==> src/rtl/hazard_unit.sv <==
// Stall/flush controller for the 5-stage pipeline: covers load-use, divide
// occupancy, data-memory wait and branch redirect, which bypassing cannot resolve.
module hazard_unit #(
  parameter int REG_NUM_WIDTH = 5,
  parameter int DIV_LATENCY   = 4,
  parameter bit WB_BYPASS     = 1'b1,
  parameter int CNT_WIDTH     = 16
) (
  input  logic                     clk,
  input  logic                     rstn,
  input  logic [REG_NUM_WIDTH-1:0] idRs1,
  input  logic [REG_NUM_WIDTH-1:0] idRs2,
  input  logic                     idRs1Used,
  input  logic                     idRs2Used,
  input  logic [REG_NUM_WIDTH-1:0] idRd,
  input  logic                     idRegWrite,
  input  logic                     idIsLoad,
  input  logic                     idIsDiv,
  input  logic                     exBranchTaken,
  input  logic                     memReady,
  output logic                     stallIF,
  output logic                     stallID,
  output logic                     stallEX,
  output logic                     stallMEM,
  output logic                     flushID,
  output logic                     bubbleEX,
  output logic                     bubbleMEM,
  output logic                     flush,
  output logic [CNT_WIDTH-1:0]     loadUseCount
);

  // state    | meaning
  // IDLE     | no divide is holding EX
  // DIV_BUSY | divide occupies EX; div_cnt_q counts its remaining stall cycles
  localparam logic [0:0] IDLE     = 1'b0;
  localparam logic [0:0] DIV_BUSY = 1'b1;

  localparam int                   DCW        = 5;
  localparam logic [DCW-1:0]       DIV_ONE    = 1;
  localparam logic [DCW-1:0]       DIV_RELOAD = DCW'(DIV_LATENCY - 1);
  localparam logic [CNT_WIDTH-1:0] CNT_ONE    = 1;

  // Only EX needs the load flag; divide occupancy lives in the FSM, and MEM/WB
  // only need enough to detect a pending register write.
  typedef struct packed {
    logic                     valid;
    logic [REG_NUM_WIDTH-1:0] rd;
    logic                     reg_write;
    logic                     is_load;
  } ex_rec_t;

  typedef struct packed {
    logic                     valid;
    logic [REG_NUM_WIDTH-1:0] rd;
    logic                     reg_write;
  } wr_rec_t;

  ex_rec_t              ex_q, ex_d;
  wr_rec_t              mem_q, mem_d;
  wr_rec_t              wb_q, wb_d;
  logic [0:0]           state_q, state_d;
  logic [DCW-1:0]       div_cnt_q, div_cnt_d;
  logic [CNT_WIDTH-1:0] lu_cnt_q, lu_cnt_d;

  logic stall_if_c, stall_id_c, stall_ex_c, stall_mem_c;
  logic flush_id_c, bubble_ex_c, bubble_mem_c;
  logic load_use, wb_haz, div_busy;

  function automatic logic writes_reg(input logic v, input logic rw,
                                      input logic [REG_NUM_WIDTH-1:0] rd,
                                      input logic [REG_NUM_WIDTH-1:0] r);
    return v && rw && (rd == r) && (r != '0);
  endfunction

  assign load_use = ex_q.is_load &&
                    ((idRs1Used && writes_reg(ex_q.valid, ex_q.reg_write, ex_q.rd, idRs1)) ||
                     (idRs2Used && writes_reg(ex_q.valid, ex_q.reg_write, ex_q.rd, idRs2)));

  assign wb_haz = (WB_BYPASS == 1'b0) &&
                  ((idRs1Used && writes_reg(wb_q.valid, wb_q.reg_write, wb_q.rd, idRs1)) ||
                   (idRs2Used && writes_reg(wb_q.valid, wb_q.reg_write, wb_q.rd, idRs2)));

  assign div_busy = (state_q == DIV_BUSY);

  always_comb begin
    stall_if_c   = 1'b0;
    stall_id_c   = 1'b0;
    stall_ex_c   = 1'b0;
    stall_mem_c  = 1'b0;
    flush_id_c   = 1'b0;
    bubble_ex_c  = 1'b0;
    bubble_mem_c = 1'b0;
    ex_d         = ex_q;
    mem_d        = mem_q;
    wb_d         = wb_q;
    state_d      = state_q;
    div_cnt_d    = div_cnt_q;
    lu_cnt_d     = lu_cnt_q;

    if (!memReady) begin
      stall_if_c  = 1'b1;
      stall_id_c  = 1'b1;
      stall_ex_c  = 1'b1;
      stall_mem_c = 1'b1;
    end else if (div_busy) begin
      stall_if_c   = 1'b1;
      stall_id_c   = 1'b1;
      stall_ex_c   = 1'b1;
      bubble_mem_c = 1'b1;
      div_cnt_d    = div_cnt_q - DIV_ONE;
      if (div_cnt_q == DIV_ONE) begin
        state_d = IDLE;
      end
      wb_d  = mem_q;
      mem_d = '0;
    end else if (exBranchTaken) begin
      flush_id_c  = 1'b1;
      bubble_ex_c = 1'b1;
      wb_d        = mem_q;
      mem_d       = '{valid: ex_q.valid, rd: ex_q.rd, reg_write: ex_q.reg_write};
      ex_d        = '0;
    end else if (load_use || wb_haz) begin
      stall_if_c  = 1'b1;
      stall_id_c  = 1'b1;
      bubble_ex_c = 1'b1;
      wb_d        = mem_q;
      mem_d       = '{valid: ex_q.valid, rd: ex_q.rd, reg_write: ex_q.reg_write};
      ex_d        = '0;
      if (load_use && (lu_cnt_q != '1)) begin
        lu_cnt_d = lu_cnt_q + CNT_ONE;
      end
    end else begin
      wb_d  = mem_q;
      mem_d = '{valid: ex_q.valid, rd: ex_q.rd, reg_write: ex_q.reg_write};
      ex_d  = '{valid: 1'b1, rd: idRd, reg_write: idRegWrite, is_load: idIsLoad};
      // A single-cycle divide never needs to hold EX.
      if (idIsDiv && (DIV_LATENCY > 1)) begin
        state_d   = DIV_BUSY;
        div_cnt_d = DIV_RELOAD;
      end
    end
  end

  always_ff @(posedge clk or negedge rstn) begin
    if (!rstn) begin
      ex_q      <= '0;
      mem_q     <= '0;
      wb_q      <= '0;
      state_q   <= IDLE;
      div_cnt_q <= '0;
      lu_cnt_q  <= '0;
    end else begin
      ex_q      <= ex_d;
      mem_q     <= mem_d;
      wb_q      <= wb_d;
      state_q   <= state_d;
      div_cnt_q <= div_cnt_d;
      lu_cnt_q  <= lu_cnt_d;
    end
  end

  // Controls are forced low while reset is held, independent of memReady.
  assign stallIF      = rstn & stall_if_c;
  assign stallID      = rstn & stall_id_c;
  assign stallEX      = rstn & stall_ex_c;
  assign stallMEM     = rstn & stall_mem_c;
  assign flushID      = rstn & flush_id_c;
  assign bubbleEX     = rstn & bubble_ex_c;
  assign bubbleMEM    = rstn & bubble_mem_c;
  assign flush        = rstn & flush_id_c;
  assign loadUseCount = lu_cnt_q;

endmodule

==> config.mk <==
export PLATFORM = sky130hd
export DESIGN_NAME = hazard_unit
export DESIGN_NICKNAME = d
export VERILOG_FILES = /design/src/rtl/hazard_unit.sv
export SDC_FILE = /design/constraint.sdc
export NUM_CORES = 1
export LEC_CHECK = 0
export BUFFER_PORTS_ARGS = -buffer_cell sky130_fd_sc_hd__buf_2
export CORE_ASPECT_RATIO = 1.5
export CORE_MARGIN = 5
export CORE_UTILIZATION = 51
export CTS_CLUSTER_SIZE = 10
export DETAILED_ROUTE_END_ITERATION = 8
export PLACE_DENSITY = 0.76
export SKIP_CTS_REPAIR_TIMING = 1
export SYNTH_ARGS = -nofsm -noshare
export SYNTH_HDL_FRONTEND = slang
export SYNTH_SLANG_ARGS = --single-unit
export TNS_END_PERCENT = 50
==> constraint.sdc <==
create_clock -name clk -period 2.9 [get_ports clk]
set_input_delay 0.435 -clock clk [delete_from_list [all_inputs] [get_ports clk]]
set_output_delay 0.435 -clock clk [all_outputs]
set_load 0.03 [all_outputs]
---- Yosys cells after proc, flatten, opt, wreduce, memory -nomap -nowiden ----
Index checks and enable logic that the tools add are counted.
cells by class
  add/sub/neg operators ................... 2
  equality and inequality tests ........... 6
  mux-type cells .......................... 25
  bitwise operators ....................... 8
  reduce and logical (&&, ||, !) cells .... 16
operators by type and width
  kind                                              count
  2-to-1 mux 5 bit                                  4
  2-to-1 mux 1 bit                                  19
  adder 16 x 1 -> 16 bit, second input constant     1
  2-to-1 mux 8 bit                                  2
  != test 16 bit, second input constant             1
  == test 5 bit                                     2
  nonzero test 5 bit                                2
  logical AND 1 bit                                 9
  bitwise AND 1 bit                                 6
  == test 5 x 1 -> 1 bit, second input constant     1
  AND reduction 5 bit                               1
  subtractor 5 x 1 -> 5 bit, second input constant  1
  AND reduction 4 bit                               1
  != test 2 x 1 -> 1 bit, second input constant     1
  != test 2 bit, second input constant              1
  NOT 1 bit                                         2
  AND reduction 2 bit                               1
  nonzero test 2 bit                                1
  logical OR 1 bit                                  1
storage, ports and cells
  register bits after elaboration ......... 30
  input port bits ......................... 24
  word-level logic and storage cells ...... 64

---- Logic depth before layout (Yosys ltp) ----
  depth after elaboration ................. 11
  mapped depth ............................ 8
  depth with buffers taken out ............ 6

---- Least setup slack after synthesis ----
OpenSTA, ideal clock, no wires.
  path kind ............................... input port to output port
  from .................................... input port idRs2[0]
  to ...................................... output port stallIF
  arrival ................................. 2.293 ns
  data required time ...................... 2.465 ns
  slack ................................... 0.172 ns
  stages .................................. 6
  path buffers ............................ 1
  cell sequence ........................... xnor2_1 > nand3_1 > a2111oi_4 > o21ai_0 > a21boi_0 > buf_4
on the way
  cells in the longest elaborated chain, start to end .. 11
  elaborated cells between the ends (all ways) .. 12
  those cells by class .................... eq/ne: 1; mux: 4; bitwise: 1; reduce/logical: 6
ends and longest elaborated chain
  item                                line  source
  from (decl)                         12    input logic [REG_NUM_WIDTH-1:0] idRs2,
  == test 5 bit                       72    return v && rw && (rd == r) && (r != '0);
  logical AND 1 bit                   72
  logical AND 1 bit (*)               72
  logical AND 1 bit (*)               77    (idRs2Used && writes_reg(ex_q.valid, ex_q.reg_write, ex_q.rd, idRs2)));
  logical OR 1 bit (*)                76    ((idRs1Used && writes_reg(ex_q.valid, ex_q.reg_write, ex_q.rd, idRs1)) ||
  logical AND 1 bit (*)               75    assign load_use = ex_q.is_load &&
  2-to-1 mux 1 bit (*) (4 in series)  --
  bitwise AND 1 bit (*)               --
  to (decl)                           21    output logic stallIF,
Every way passes the cells marked *; elsewhere a longest branch is shown, timed or not.

---- Worst setup path in the final report ----
  from .................................... register ex_q[5] in the netlist's numbering
  to ...................................... output port stallID
on the way
  cells in the longest elaborated chain, start to end .. 11
  elaborated cells between the ends (all ways) .. 15
  those cells by class .................... eq/ne: 2; mux: 4; bitwise: 1; reduce/logical: 8
ends and longest elaborated chain
  item                                         line    source
  from (decl)                                  58      ex_rec_t ex_q, ex_d;
  from (signal assigned)                       146     ex_q <= '0;
  from (signal assigned)                       153     ex_q <= ex_d;
  == test 5 bit                                72
  logical AND 1 bit (2 in series)              72
  logical AND 1 bit, on equally long branches  76, 77
  logical OR 1 bit (*)                         76
  logical AND 1 bit (*)                        75
  2-to-1 mux 1 bit (*)                         122     end else if (load_use || wb_haz) begin
  2-to-1 mux 1 bit (*)                         116     end else if (exBranchTaken) begin
  2-to-1 mux 1 bit (*)                         105     end else if (div_busy) begin
  2-to-1 mux 1 bit (*)                         100     if (!memReady) begin
  bitwise AND 1 bit (*)                        164     assign stallID = rstn & stall_id_c;
  to (decl)                                    22      output logic stallID,
Marked as above.

==> impl_metrics.yaml <==
status:
  status: "completed"
cts:
  cts_inserted_buffers: 5
  htreeDepth: 2
  clockBufferDepth: 2
  cts_root_buf: "clkbuf_8"
  clk-insertion-delay-late_ns: 0.27
  cts_sinks: 30
  cts_tree: "built"
  clk_pin_slew_ns: 0.06
worst_hold_path:
  holdCritPathClass: "primary input to asynchronous set/reset pin"
sta:
  slew_viol_final: 0
  rsz0062_at_grt: "false"
  skew_ns: 0.00188
  slew_headroom: 0.668
  fmax_ghz: 0.387
  hold_ws_ns: 0.0858
  worstMarginPinSlew_ns: 0.491
  fin_setup_tns_ns: 0
  setup_viol: 0
  period_share: 0.892
  post-route-min-period_ns: 2.59
  hold_viol: 0
critical_path:
  crit_fanout: 3
  endpoint_kind: "output pin"
  r2r_cells: 6
  crit_type: "flip-flop to output pin"
  start_kind: "flip-flop"
  crit_required_ns: 2.47
  crit_arrival_ns: 2.15
routing:
  finalWirelength_mm: 3.47
  dr.pass1.iters: 4
  vias: 1350
  routed_via_density: 5.15
  drt_iter0_drc: 17
  remaining_drc_errors: 0
  wire_per_inst_um: 13.2
  detail-route-antenna-nets: 0
synth:
  synthCells: 171
  synth_edf_count: 0
  synth_area_leaders: "dfrtp_1 (45%), xnor2_1 (7.4%), nand2_1 (6.1%)"
  yosysSeqAreaShare: 0.455
  syn_avg_cell_area_um2: 9.66
  synthesis.area_um2: 1650
  ys_types: 37
  synth_seq_cells: 30
  ys_async_sr_fraction: 1.00
  synth_flop_cell: "dfrtp_1"
  yosysWarnings: 0
  synth_top_area_frac: 0.455
  syn-num-nets: 198
  yosys.area.top_type: "dfrtp_1"
global_route:
  grt_pass1_vias: 1371
  grt_first_pass_wirelength_mm: 6.09
  antenna_found_initial: 0
  grt_max_degree: 22
  grt.total_usage: 0.172
  grt-ovfl-total: 0
floorplan:
  rows: 25
  start_util: 0.528
  fp.dieW_um: 56.5
  dieArea_um2: 4500
  num_io_pins: 48
  die_h_um: 79.7
  coreArea_um2: 3130
placed_design:
  place.gp.congestion: 0.816
  dp_hpwl_mm: 2.66
  port-buffer-count: 47
pwr:
  p_per_area_nw_per_um2: 640
  finalPower_mw: 1.30
  ir_drop_mv: 0.470
  p_leak_nw: 0.993
final_layout:
  syn2layout_area_growth_pct: 22.7
  drive_gt1_frac: 0.275
  diodes: 0
  final_net_count: 248
job:
  maxCapViolCount: 0
## logic make-up after synthesis
group / after synthesis / share of synthesized area
compound gates: 19 / 0.0962
xor+xnor: 26 / 0.142
fa+ha+maj: 3 / 0.0227
buf+inv: 15 / 0.0417
flops: 30 / 0.455
mux: 1 / 0.00682
simple gates: 77 / 0.236
## synthesized netlist by cell type, types with 2 or more instances
cell	number
clkbuf_1	3
nand3_1	7
o21ai_1	8
and3_1	4
nor3_1	6
nor2_1	10
dfrtp_1	30
nor4_1	5
or2_1	2
nand2_1	27
and2_1	3
nand4_1	3
xor2_1	11
o21a_1	2
inv_1	8
xnor2_1	14
ha_1	3
buf_4	3
nor2b_1	4
## report_power, final
group | switching [mW] | internal (mW)
registers | 0.0773 | 0.498
logic | 0.175 | 0.144
clock network | 0.147 | 0.257
## cell usage in the layout (no fill, tap or decap), drive strengths merged
cell     count
buf         50
dfrtp       30
nand2       27
xnor2       15
xor2        11
nor2        10
o21ai        9
inv          8
nand3        7
clkbuf       7
nor3         6
nor4         6
nor2b        4
and3         4
and2         3
nand4        3
ha           3
or2          2
o21a         2
or4          2
a21oi        1
o41ai        1
a2111oi      1
a21boi       1
nand2b       1
nor4b        1
a211o        1
o41a         1
o211ai       1
mux2         1
o31a         1
nand3b       1
bufinv       1
## path summary, 6_finish.rpt
check                           startpoint               to  slack (ns)
hold / removal                        rstn          ex_q[2]        0.09
setup reg to reg                   ex_q[5]  loadUseCount[9]        0.65
hold reg to reg            loadUseCount[7]  loadUseCount[7]        0.49
max in group asynchronous             rstn  loadUseCount[7]        2.26
setup / recovery                   ex_q[5]          stallID        0.31
min in group clk                idRegWrite          ex_q[1]        0.38
## flip-flops by register name (all words and copies together) (netlist names)
signal,cells
div_busy,1
loadUseCount,16
ex_q,8
div_cnt_q,5
## through the flow
step / utilization / worst slack [ns] / instance area, um^2 / instances
after CTS: 0.648 / 0.285 / 2030 / 262
final: 0.648 / 0.313 / 2030 / 262
after floorplan: - / 0.172 / 1650 / 171
after detailed placement: 0.614 / 0.497 / 1920 / 254
after global placement: 0.614 / 0.471 / 1920 / 254
after global routing: 0.648 / 0.147 / 2030 / 262
## layout make-up
cell class	instances	area (um^2)
fill	281	1100
multi-input combinational	126	832
sequential	30	751
timing repair buffer	50	258
clock buffer	7	76.3
tap	40	50.0
clock inverter	1	30.0
inverter	8	30.0
## worst max-delay path, cell delays in order (launching register included)
cell and delay, ns:
dfrtp_1 0.43, xnor2_1 0.20, nand3_1 0.14, a2111oi_4 0.45, o21ai_0 0.12, a21boi_0 0.28
buf_2 0.26
## layer usage
layer / GRT usage / routed length [um] / share of wire
met4: 0.0713 / 51 / 0.015
met5: 0 / 0 / 0
met1: 0.196 / 1410 / 0.41
met2: 0.304 / 1820 / 0.52
met3: 0.0405 / 194 / 0.056
Note: power is estimated with default switching activity, not from simulation.
